## src/rtl/edecout_213_pkg.sv

```systemverilog
// edecout_213_pkg: shared parameters and output word layout for the (2,1,3) decoder output stage
package edecout_213_pkg;
  localparam int K = 1;
  localparam int PACK_W_DEF = 8;
  localparam int FIFO_DEPTH_DEF = 4;
  localparam int BLOCK_BITS_DEF = 256;
  localparam int NB_W = 4;
  // word layout, MSB first: {data, nbits, last, err}
  localparam int ERR_B = 0;
  localparam int LAST_B = 1;
  localparam int NB_LO = 2;
  localparam int DATA_LO = NB_LO + NB_W;
  function automatic int word_w(input int pack_w);
    return pack_w + NB_W + 2;
  endfunction
endpackage

```

## src/rtl/edecout_213_if.sv

```systemverilog
// edecout_213_if: valid/ready word stream from the decoder output stage to the host
interface edecout_213_if
  import edecout_213_pkg::*;
#(
  parameter int PACK_W = PACK_W_DEF
) ();
  logic [PACK_W-1:0] out_data;
  logic [NB_W-1:0] out_nbits;
  logic out_last;
  logic out_err;
  logic out_valid;
  logic out_ready;
  modport master(output out_data, out_nbits, out_last, out_err, out_valid, input out_ready);
  modport slave(input out_data, out_nbits, out_last, out_err, out_valid, output out_ready);
endinterface

```

## src/rtl/edecfifo_213.sv

```systemverilog
// edecfifo_213: first-word-fall-through FIFO; head is zero while empty
module edecfifo_213 #(
  parameter int W = 8,
  parameter int DEPTH = 4
) (
  input  logic clock,
  input  logic reset,
  input  logic wr_en,
  input  logic [W-1:0] wr_data,
  input  logic rd_en,
  output logic [W-1:0] rd_data,
  output logic full,
  output logic empty,
  output logic [$clog2(DEPTH):0] count
);
  localparam int AW = $clog2(DEPTH);
  logic [W-1:0] mem [DEPTH];
  logic [AW-1:0] wr_ptr, rd_ptr;
  logic do_wr, do_rd;
  assign full = count == (AW+1)'(DEPTH);
  assign empty = count == '0;
  assign do_rd = rd_en && !empty;
  assign do_wr = wr_en && (!full || do_rd);
  assign rd_data = empty ? '0 : mem[rd_ptr];
  always_ff @(posedge clock or negedge reset)
    if (!reset) begin
      wr_ptr <= '0;
      rd_ptr <= '0;
      count <= '0;
    end else begin
      wr_ptr <= wr_ptr + AW'(do_wr);
      rd_ptr <= rd_ptr + AW'(do_rd);
      count <= count + (AW+1)'(do_wr) - (AW+1)'(do_rd);
    end
  always_ff @(posedge clock)
    if (do_wr) mem[wr_ptr] <= wr_data;
endmodule

```

## src/rtl/edecout_213.sv

```systemverilog
// edecout_213: packs the serial decoded bit stream into tagged words and queues them for the host
module edecout_213
  import edecout_213_pkg::*;
#(
  parameter int PACK_W = PACK_W_DEF,
  parameter int FIFO_DEPTH = FIFO_DEPTH_DEF,
  parameter int BLOCK_BITS = BLOCK_BITS_DEF
) (
  input  logic clock,
  input  logic reset,
  input  logic Dx,
  input  logic Dx_oe,
  input  logic error,
  input  logic flush,
  edecout_213_if.master ob,
  output logic overflow
);
  localparam int WW = word_w(PACK_W);
  localparam int BW = $clog2(BLOCK_BITS);
  localparam int AW = $clog2(FIFO_DEPTH);
  logic [PACK_W-1:0] shreg, sh_n;
  logic [NB_W-1:0] fill, fill_n;
  logic [BW-1:0] blk_cnt, blk_base, blk_n;
  logic err_acc, err_q, err_n, blk_hit, push, full, empty;
  logic [WW-1:0] word, head;
  logic [AW:0] count_unused;
  // a rising error edge restarts block numbering; the bit of that cycle is the new block's first
  always_comb begin
    sh_n = Dx_oe ? {shreg[PACK_W-2:0], Dx} : shreg;
    fill_n = fill + NB_W'(Dx_oe);
    blk_base = (error && !err_q) ? '0 : blk_cnt;
    blk_hit = Dx_oe && blk_base == BW'(BLOCK_BITS - 1);
    blk_n = blk_hit ? '0 : blk_base + BW'(Dx_oe);
    err_n = err_acc || error;
    push = fill_n == NB_W'(PACK_W) || blk_hit || (flush && fill_n != '0);
    word = {sh_n, fill_n, blk_hit, err_n};
  end
  always_ff @(posedge clock or negedge reset)
    if (!reset) begin
      shreg <= '0;
      fill <= '0;
      blk_cnt <= '0;
      err_acc <= 1'b0;
      err_q <= 1'b0;
      overflow <= 1'b0;
    end else begin
      shreg <= push ? '0 : sh_n;
      fill <= push ? '0 : fill_n;
      err_acc <= !push && err_n;
      blk_cnt <= blk_n;
      err_q <= error;
      overflow <= overflow || (push && full && !ob.out_ready);
    end
  edecfifo_213 #(.W(WW), .DEPTH(FIFO_DEPTH)) u_fifo (
    .clock(clock),
    .reset(reset),
    .wr_en(push),
    .wr_data(word),
    .rd_en(ob.out_ready),
    .rd_data(head),
    .full(full),
    .empty(empty),
    .count(count_unused)
  );
  assign ob.out_valid = !empty;
  assign ob.out_data = head[DATA_LO +: PACK_W];
  assign ob.out_nbits = head[NB_LO +: NB_W];
  assign ob.out_last = head[LAST_B];
  assign ob.out_err = head[ERR_B];
endmodule

```

## src/flat_wrapper.sv

```systemverilog
// flat-port wrapper written by rule: the top's interface ports become plain ports
module edecout_213_flat import edecout_213_pkg::*;
#(
  parameter int PACK_W = PACK_W_DEF,
  parameter int FIFO_DEPTH = FIFO_DEPTH_DEF,
  parameter int BLOCK_BITS = BLOCK_BITS_DEF
)
  (clock, reset, Dx, Dx_oe, error, flush, overflow, ob_out_data, ob_out_nbits, ob_out_last, ob_out_err, ob_out_valid, ob_out_ready);
  edecout_213_if #(.PACK_W(PACK_W)) ob_i ();
  input  logic clock;
  input  logic reset;
  input  logic Dx;
  input  logic Dx_oe;
  input  logic error;
  input  logic flush;
  output logic overflow;
  output wire logic [$bits(ob_i.out_data)-1:0] ob_out_data;
  output wire logic [$bits(ob_i.out_nbits)-1:0] ob_out_nbits;
  output wire logic [$bits(ob_i.out_last)-1:0] ob_out_last;
  output wire logic [$bits(ob_i.out_err)-1:0] ob_out_err;
  output wire logic [$bits(ob_i.out_valid)-1:0] ob_out_valid;
  input wire logic [$bits(ob_i.out_ready)-1:0] ob_out_ready;
  assign ob_out_data = ob_i.out_data;
  assign ob_out_nbits = ob_i.out_nbits;
  assign ob_out_last = ob_i.out_last;
  assign ob_out_err = ob_i.out_err;
  assign ob_out_valid = ob_i.out_valid;
  assign ob_i.out_ready = ob_out_ready;
  edecout_213 #(.PACK_W(PACK_W), .FIFO_DEPTH(FIFO_DEPTH), .BLOCK_BITS(BLOCK_BITS)) u_core (.clock(clock), .reset(reset), .Dx(Dx), .Dx_oe(Dx_oe), .error(error), .flush(flush), .ob(ob_i), .overflow(overflow));
endmodule
```

## config.mk

```make
export PLATFORM = sky130hd
export DESIGN_NAME = edecout_213_flat
export DESIGN_NICKNAME = d
export VERILOG_FILES = /design/src/rtl/edecout_213_pkg.sv /design/src/rtl/edecout_213_if.sv /design/src/rtl/edecfifo_213.sv /design/src/rtl/edecout_213.sv /design/src/flat_wrapper.sv
export SDC_FILE = /design/constraint.sdc
export NUM_CORES = 1
export LEC_CHECK = 0
export BUFFER_PORTS_ARGS = -buffer_cell sky130_fd_sc_hd__buf_2
export CAP_MARGIN = 20
export CORE_UTILIZATION = 55
export CTS_CLUSTER_DIAMETER = 60
export DETAILED_ROUTE_END_ITERATION = 8
export PLACE_DENSITY = 0.73
export SYNTH_ARGS = -nofsm -noshare
export SYNTH_HDL_FRONTEND = slang
export SYNTH_HIERARCHICAL = 1
export SYNTH_SLANG_ARGS = --single-unit
```

## constraint.sdc

```tcl
create_clock -name clock -period 9.64 [get_ports clock]
set_clock_uncertainty 0.15 [all_clocks]
set_input_delay 0.482 -clock clock [delete_from_list [all_inputs] [get_ports clock]]
set_output_delay 0.482 -clock clock [all_outputs]
set_load 0.02 [all_outputs]
```

Word-level counts from Yosys, hierarchy flattened --
Memories as Yosys holds them, arrays and structs flattened. Cells that the tools add are included.
Storage, ports and cells: bits in registers 30, bits in latches 0, memory bits (writable) 56, ROM bits 0, bits of input ports 7, logic and storage cells 47, memories 1
Memory list:
- u_core.u_fifo.mem | words 4, bits a word 14, rd ports 1, clocked after memory_dff 0, write ports 1, line edecfifo_213.sv:17 | logic [W-1:0] mem [DEPTH];
Cells by class: add/sub/neg operators 6, multiply operators 0, div/mod/pow operators 0, magnitude comparators 0, equal/unequal tests 3, shift operators 0, multiplexer cells 8, bitwise operators 0, reductions and logical operators 20
Operators by type and width (number):
- 8-bit two-way mux | 4
- 14-bit two-way mux | 1
- 8-bit by 1-bit adder with 8-bit output | 1
- 8-bit == test, second input constant | 1
- 1-bit logical AND | 8
- 1-bit zero test | 5
- 1-bit logical OR | 5
- 2-bit by 1-bit adder with 2-bit output | 2
- 4-bit by 1-bit adder with 4-bit output | 1
- 4-bit == test, second input constant | 1
- 4-bit two-way mux | 1
- 4-bit nonzero test | 1
- 3-bit by 1-bit adder with 3-bit output | 1
- 3-bit == test, second input constant | 1
- 3-bit zero test | 1
- 3-bit by 1-bit subtractor with 3-bit output | 1
- 1-bit two-way mux | 2

Logic depth before layout (Yosys ltp) --
Gate-level depths: netlist of run 1.
depth in word-level cells 10, gate-level depth with buffers 12

Modules after synthesis --
Netlist of run 1, hierarchy kept.
Modules (own cells, without submodules):
- edecfifo_213 | instances 1, cells an instance 118, area each 2498.6 µm², sequential area each 1856.8 µm²
- edecout_213 | instances 1, cells an instance 95, area each 1094.8 µm², sequential area each 575.6 µm²

Worst setup path before layout of run 1 --
No wires, ideal clock.
path kind in2reg, start point input Dx_oe, end point memory u_core/u_fifo/mem[1][0] in the netlist's numbering, enable pin, setup time 0.406 ns, arrival time 2.960 ns, slack 6.124 ns, cell stages on the path 8, buffers on the path 1, cell sequence ha_1 -> ha_1 -> xor2_1 -> or3_1 -> o211ai_2 -> buf_6 -> o41ai_2 -> nor3b_1
On the way: cells in the longest elaborated chain, start to end 7
Ends and longest elaborated chain:
- from (decl) | line flat_wrapper.sv:13 | input logic Dx_oe;
- 4-bit by 1-bit adder with 4-bit output (*) | line edecout_213.sv:30 | fill_n = fill + NB_W'(Dx_oe);
- via u_core.fill_n[2] | line edecout_213.sv:22 | logic [NB_W-1:0] fill, fill_n;
- 4-bit == test / 4-bit nonzero test (equally long branches) | line edecout_213.sv:35 | push = fill_n == NB_W'(PACK_W) || blk_hit || (flush && fill_n != '0);
- 1-bit logical OR / 1-bit logical AND (equally long branches) | line edecout_213.sv:35
- 1-bit logical OR (*) | line edecout_213.sv:35
- via u_core.push | line edecout_213.sv:24 | logic err_acc, err_q, err_n, blk_hit, push, full, empty;
- 1-bit logical AND (*) | line edecfifo_213.sv:23 | assign do_wr = wr_en && (!full || do_rd);
- 1-bit two-way mux (*) | line edecfifo_213.sv:36 | if (do_wr) mem[wr_ptr] <= wr_data;
- 1-bit two-way mux (not written as such) (*) | line edecfifo_213.sv:36
- to (decl) | line edecfifo_213.sv:17
Mark *: on every way through the listed nets, which the timed path passes. The rest lies on a longest branch.

Final worst setup path of run 1 --
start point register u_core.fill[0], end point memory u_core/u_fifo/mem[2][12] in the netlist's numbering, enable pin
On the way: cells in the longest elaborated chain, start to end 7
Ends and longest elaborated chain:
- from (decl) | line edecout_213.sv:22
- from (signal assigned) | line edecout_213.sv:48 | fill <= push ? '0 : fill_n;
- 4-bit by 1-bit adder with 4-bit output (*) | line edecout_213.sv:30
- via u_core.fill_n[2] | line edecout_213.sv:22
- 4-bit == test / 4-bit nonzero test (equally long branches) | line edecout_213.sv:35
- 1-bit logical OR / 1-bit logical AND (equally long branches) | line edecout_213.sv:35
- 1-bit logical OR (*) | line edecout_213.sv:35
- 1-bit logical AND (*) | line edecfifo_213.sv:23
- 1-bit two-way mux (*) | line edecfifo_213.sv:36
- 1-bit two-way mux (not written as such) (*) | line edecfifo_213.sv:36
Marks and branches as above.

==> flow_summary.toml, run 1 <==
[run_status]
run_status = "finished, final reports clean"

[setup_path]
cp.required_ps = 9550
arrival_ps = 3310
cpPeakStageDelay_ps = 630
path_delay_family = "simple AND/OR/NAND/NOR gates"
crit_path_max_fanout = 14
crit_slowest_cell = "nor3b_2"
critPathMostFrequentCell = "ha_1"
reg2reg_from = "u_core/fill[0]$_DFF_PN0_"
crit_start = "u_core/fill[0]$_DFF_PN0_"
start_kind = "flop"
crit_cells = 8
path_buf_inv = 1
critical_path.cell_chain = "ha_1 -> ha_1 -> xor2_1 -> or3_1 -> o211ai_2 -> o41ai_2 -> nor3b_2 -> buf_6"
endpoint_kind = "flop"
rr_worst_depth = 8
path_class = "flop to flop"

[placed_design]
postPlaceCellArea_um2 = 3770
gp_congestion = 0.784
numPortBuffers = 22
dpl.hpwl_um = 3860

[floorplan]
die-height_um = 82.8
rows = 29
num_io_pins = 23
core-area_um2 = 6310
die_w_um = 82.8
initial_core_util_pct = 56.9
dieArea_um2 = 6860

[cells_and_area]
final_nets = 259
area_growth_pct = 10.7
antenna_cells = 0
fin_util_pct = 63.0
fin_area_um2 = 3980
drive_gt1_share_pct = 24.5

[power]
vdd_drop_max_mv = 0.175
powerDensity_nw_per_um2 = 304
power.leakage_nw = 1.58

[global_routing]
grt_antenna_before_repair = 0
grt_pass1_wl_um = 9520
grt_usage_pct = 18.7
grt_max_degree = 31
grt_overflow_total = 0
grt_pass1_vias = 1884

[detailed_routing]
vias = 1843
ant_nets = 0
drt-initial-drc-count = 83
wirelength_um = 5880
firstDrtPassIters = 4
drc = 0
wl_per_cell_um = 18.0
vias_per_cell = 5.65

[synthesis]
synth_area_leader_cell = "edfxtp_1"
avgSynthCellArea_um2 = 16.9
netlist-cell-type-count = 38
ys.flop_type = "edfxtp_1"
synth_edf_count = 56
synth_nets = 228
synth-seq-cells = 86
ys_warn_count = 6
synth-seq-area-share_pct = 67.7
async_flop_share_pct = 34.9
yosys-top-cells-area = "edfxtp_1, dfrtp_1, mux4_2"
synthCells = 213
synth_top_area_share_pct = 46.8
synthesis.area_um2 = 3590

[timing]
period_needed_ps = 3400
timing.fmax_ghz = 0.294
setup_viol = 0
slew_headroom_pct = 38.3
setup_tns_ps = 0
period_share_pct = 35.3
hold_viol = 0
slew_viol_final = 0
worst_pin_slew_ps = 925
hold_ws_ps = 1.24
rsz0062_at_grt = "no"

[worst_hold_path]
hold_class = "input port to asynchronous set/reset pin"

[clocking]
cts_made_buffers = 9
root_buffer = "clkbuf_8"
clock_latency_ps = 350
htree_levels = 3
cts_tree = "built"
cts_setup_buffers = 0
clockBufferDepth = 2
clock-sinks = 86
clk_pin_slew_ps = 80
post_cts_resize_count = 0
holdBufCountCts = 0

[run]
max_cap_violations = 0
-- power breakdown --
group / internal [mW] / switching, mW / leakage [nW]
clock network: 0.118 / 0.118 / 0.0884
registers: 0.500 / 0.0700 / 0.906
logic: 0.184 / 0.218 / 0.584
total: 0.802 / 0.406 / 1.58
-- path summary, 6_finish.rpt --
path | slack (ps) | end
hold / removal | 1 | u_core/blk_cnt[1]$_DFF_PN0_
setup reg to reg | 6240 | u_core/u_fifo/mem[2][12]$_DFFE_PP_
hold reg to reg | 330 | u_core/overflow$_DFF_PN0_
min in group clock | 140 | u_core/err_q$_DFF_PN0_
max in group asynchronous | 8900 | u_core/err_acc$_DFF_PN0_
setup / recovery | 6240 | u_core/u_fifo/mem[2][12]$_DFFE_PP_
-- worst reg2reg max path: stages (launching register included) --
cell      delay (ps)
dfrtp_1          370
ha_1             190
ha_1             190
xor2_1           220
or3_1            360
o211ai_2         480
o41ai_2          270
nor3b_2          640
buf_6            230
-- state kept, by name (all words and copies together), names as in the netlist --
name / count
u_core/fill: 4
u_core/shreg: 8
u_core/u_fifo/rd_ptr: 2
u_core/u_fifo/mem: 56
u_core/err_q: 1
u_core/u_fifo/wr_ptr: 2
u_core/overflow: 1
u_core/u_fifo/count: 3
u_core/blk_cnt: 8
u_core/err_acc: 1
-- metal layers --
metal	GRT usage [%]	part of all wire, %
met1	24.9	47
met2	29.9	48
met3	4.47	3.4
met4	7.52	1.4
met5	0	0
-- final cells by class --
type | instances | area, um^2
repair buffers | 26 | 151
well taps | 77 | 96.3
inverters | 7 | 26.3
multi-input cells | 114 | 1090
fillers | 462 | 2340
clock buffers | 11 | 131
clock inverters | 5 | 50.0
flip-flops and latches | 86 | 2430
-- metrics by stage --
step	total power, mW	setup WS, ps	std cells
floorplan	0.871	6120	213
global placement	0.966	5680	307
detailed placement	0.980	5630	308
CTS	1.21	5990	324
global route	1.27	6030	326
finish	1.21	6240	326
-- placed cells by master (no fill, tap or decap), drive strengths merged, types with 3 or more instances in the layout --
master,instances
mux2,8
nand3,5
edfxtp,56
nor2,3
clkbuf,11
xor2,8
inv,7
a21oi,3
and3,5
nand2,3
and2,5
buf,26
ha,7
nor2b,26
nor3,6
clkinv,3
dfrtp,30
mux4,14
-- synthesized netlist by cell type, types with 2 or more instances --
cell type  instances
buf_2              2
mux4_2            14
nor3b_1            2
or3_1              2
and2_1             5
edfxtp_1          56
nor2b_1           26
nor3_1             5
buf_6              2
nand3_1            5
mux2_1             8
ha_1               7
dfrtp_1           30
xnor2_1            2
nand2_1            3
nand4_1            2
inv_2              2
a21oi_1            3
inv_1              5
and3_1             5
xor2_1             8
nor2_1             3
-- kinds of logic (layout without fill, tap and decap cells) --
kind of cell	Yosys count	in the layout	synth area share (%)
compound gates	11	11	2.68
xor+xnor	10	10	2.44
fa+ha+maj	8	8	2.99
buf+inv	13	49	2.40
flops	86	86	67.7
mux	22	22	11.3
simple gates	63	63	10.5
No activity file was read; power rests on OpenSTA's default activity.
==> run 2, diff against run 1 <==
Settings changed: CORE_UTILIZATION 55 to 54, PLACE_DENSITY 0.73 to 0.75.
Clock period 9.64 ns to 2.9 ns, I/O delays scaled along.
==> flow_summary.toml, run 2 (same netlist as run 1, synthesis figures left out) <==
[power]
power_mw = 4.40
power.leakage_nw = 1.69
vdd_drop_max_mv = 0.600
powerDensity_nw_per_um2 = 1040

[detailed_routing]
wl_per_cell_um = 17.5
drt-initial-drc-count = 91
drc = 0
vias_per_cell = 5.47
ant_nets = 0
firstDrtPassIters = 4
vias = 1864
wirelength_um = 5970

[placed_design]
dpl.hpwl_um = 3770
numPortBuffers = 22
gp_congestion = 0.802

[setup_path]
arrival_ps = 3010
endpoint_kind = "flop"
crit_path_max_fanout = 3
cp.required_ps = 2970
path_class = "flop to flop"
start_kind = "flop"

[cells_and_area]
layout_commonest_cell = "edfxtp_1"
final_cell_mix = "edfxtp_1, dfrtp_1, nor2b_1"
final_nets = 274
largest_reg_flops = 56
top_regs = "u_core/u_fifo/mem x56, u_core/blk_cnt x8, u_core/shreg x8"
top_register = "u_core/u_fifo/mem"
antenna_cells = 0
area_growth_pct = 17.4
drive_gt1_share_pct = 30.7
final.fill_count = 437

[timing]
slew_headroom_pct = 50.8
timing.fmax_ghz = 0.340
rsz0062_at_grt = "yes"
hold_viol = 0
period_share_pct = 101
setup_viol = 1
setup_ws_ps = -38.1
slew_viol_final = 0
period_needed_ps = 2940
worst_pin_slew_ps = 738
setup_tns_ps = -38.1

[global_routing]
grt_pass1_wl_um = 9890
grt_antenna_before_repair = 0
grt_max_degree = 31
grt_overflow_total = 0
grt_usage_pct = 19.1
grt_pass1_vias = 1943

[run_status]
run_status = "complete, but fails checks"
violations = "setup timing"

[clocking]
clock-sinks = 86
cts_made_buffers = 9
cts_tree = "built"
clk_pin_slew_ps = 80
htree_levels = 3
clockBufferDepth = 2
root_buffer = "clkbuf_8"
clock_latency_ps = 340

[run]
max_cap_violations = 0

[floorplan]
rows = 29
dieArea_um2 = 6980
num_io_pins = 23
die_w_um = 83.6
initial_core_util_pct = 56.3
die-height_um = 83.6
core-area_um2 = 6390

[worst_hold_path]
hold_class = "input port to flop"
## run 2: cell types whose count changed in the layout (fill, tap and decap cells not counted), moves of 2 or more
| cell | change |
|---|---|
| ha_1 | -3 |
| ha_2 | +2 |
| buf_6 | -3 |
| bufinv_16 | +2 |
| dlygate4sd3_1 | +3 |
| buf_12 | +3 |
| buf_4 | +12 |
## run 2: timing repair
action	4_1_cts	5_1_grt
pin swaps	2	4
hold buffers	3	0
cloned	0	0
gates resized for setup	1	3
setup buffers	1	2
endpoints found under the setup margin	1	1
hold endpoints to repair	32	0
## run 2: worst paths after layout
kind                                                          end  depth (start not counted)  slack, ps                       from
worst max-delay path             u_core/u_fifo/count[2]$_DFF_PN0_                         11        -40   u_core/fill[0]$_DFF_PN0_
worst min-delay path            u_core/u_fifo/mem[0][6]$_DFFE_PP_                          2         60                         Dx
worst max register to register   u_core/u_fifo/count[2]$_DFF_PN0_                         11        -40   u_core/fill[0]$_DFF_PN0_
worst min register to register          u_core/overflow$_DFF_PN0_                          1        340  u_core/overflow$_DFF_PN0_
max in group asynchronous       u_core/u_fifo/rd_ptr[0]$_DFF_PN0_                          2       1910                      reset
min in group asynchronous                u_core/fill[0]$_DFF_PN0_                          2        230                      reset
## run 2: area by class of cell
class	instances	area [um^2]	share of cell area, %
flip-flops and latches	86	2430	57.7
inverters	7	26.3	0.623
clock inverters	4	93.8	2.22
multi-input cells	114	1130	26.7
clock buffers	12	145	3.44
repair buffers	41	298	7.06
well taps	77	96.3	2.28
## run 2: power by group
group,internal [mW],switching [mW]
clock,0.594,0.396
combinational,0.749,0.813
sequential,1.66,0.186
## run 2: stage by stage
stage	hold WS (ps)	cell area, um^2	setup WS, ps	util (%)	std cells
detailed placement	76.9	3910	0.605	61.1	319
finish	58.8	4220	-38.1	66.1	341
global placement	72.3	3910	81.8	61.1	319
global route	58.0	4220	-103	66.1	341
floorplan	-301	3620	-37.8	-	213
CTS	49.6	4190	11.1	65.6	339
## run 2: metal layers
layer | global-route usage [%] | share of wire (%)
met1 | 25.5 | 46
met2 | 30.3 | 50
met3 | 4.15 | 2.8
met4 | 9.24 | 1.1
met5 | 0 | 0
## run 2: critical path, cell delays in order, from the launching register on
cell and delay (ps):
dfrtp_1 380, ha_2 190, ha_4 160, xor2_2 160, o31ai_2 290, o211ai_2 160, or3b_4 410, buf_4 140
buf_4 130, fa_2 360, xnor2_2 150, xnor2_1 140
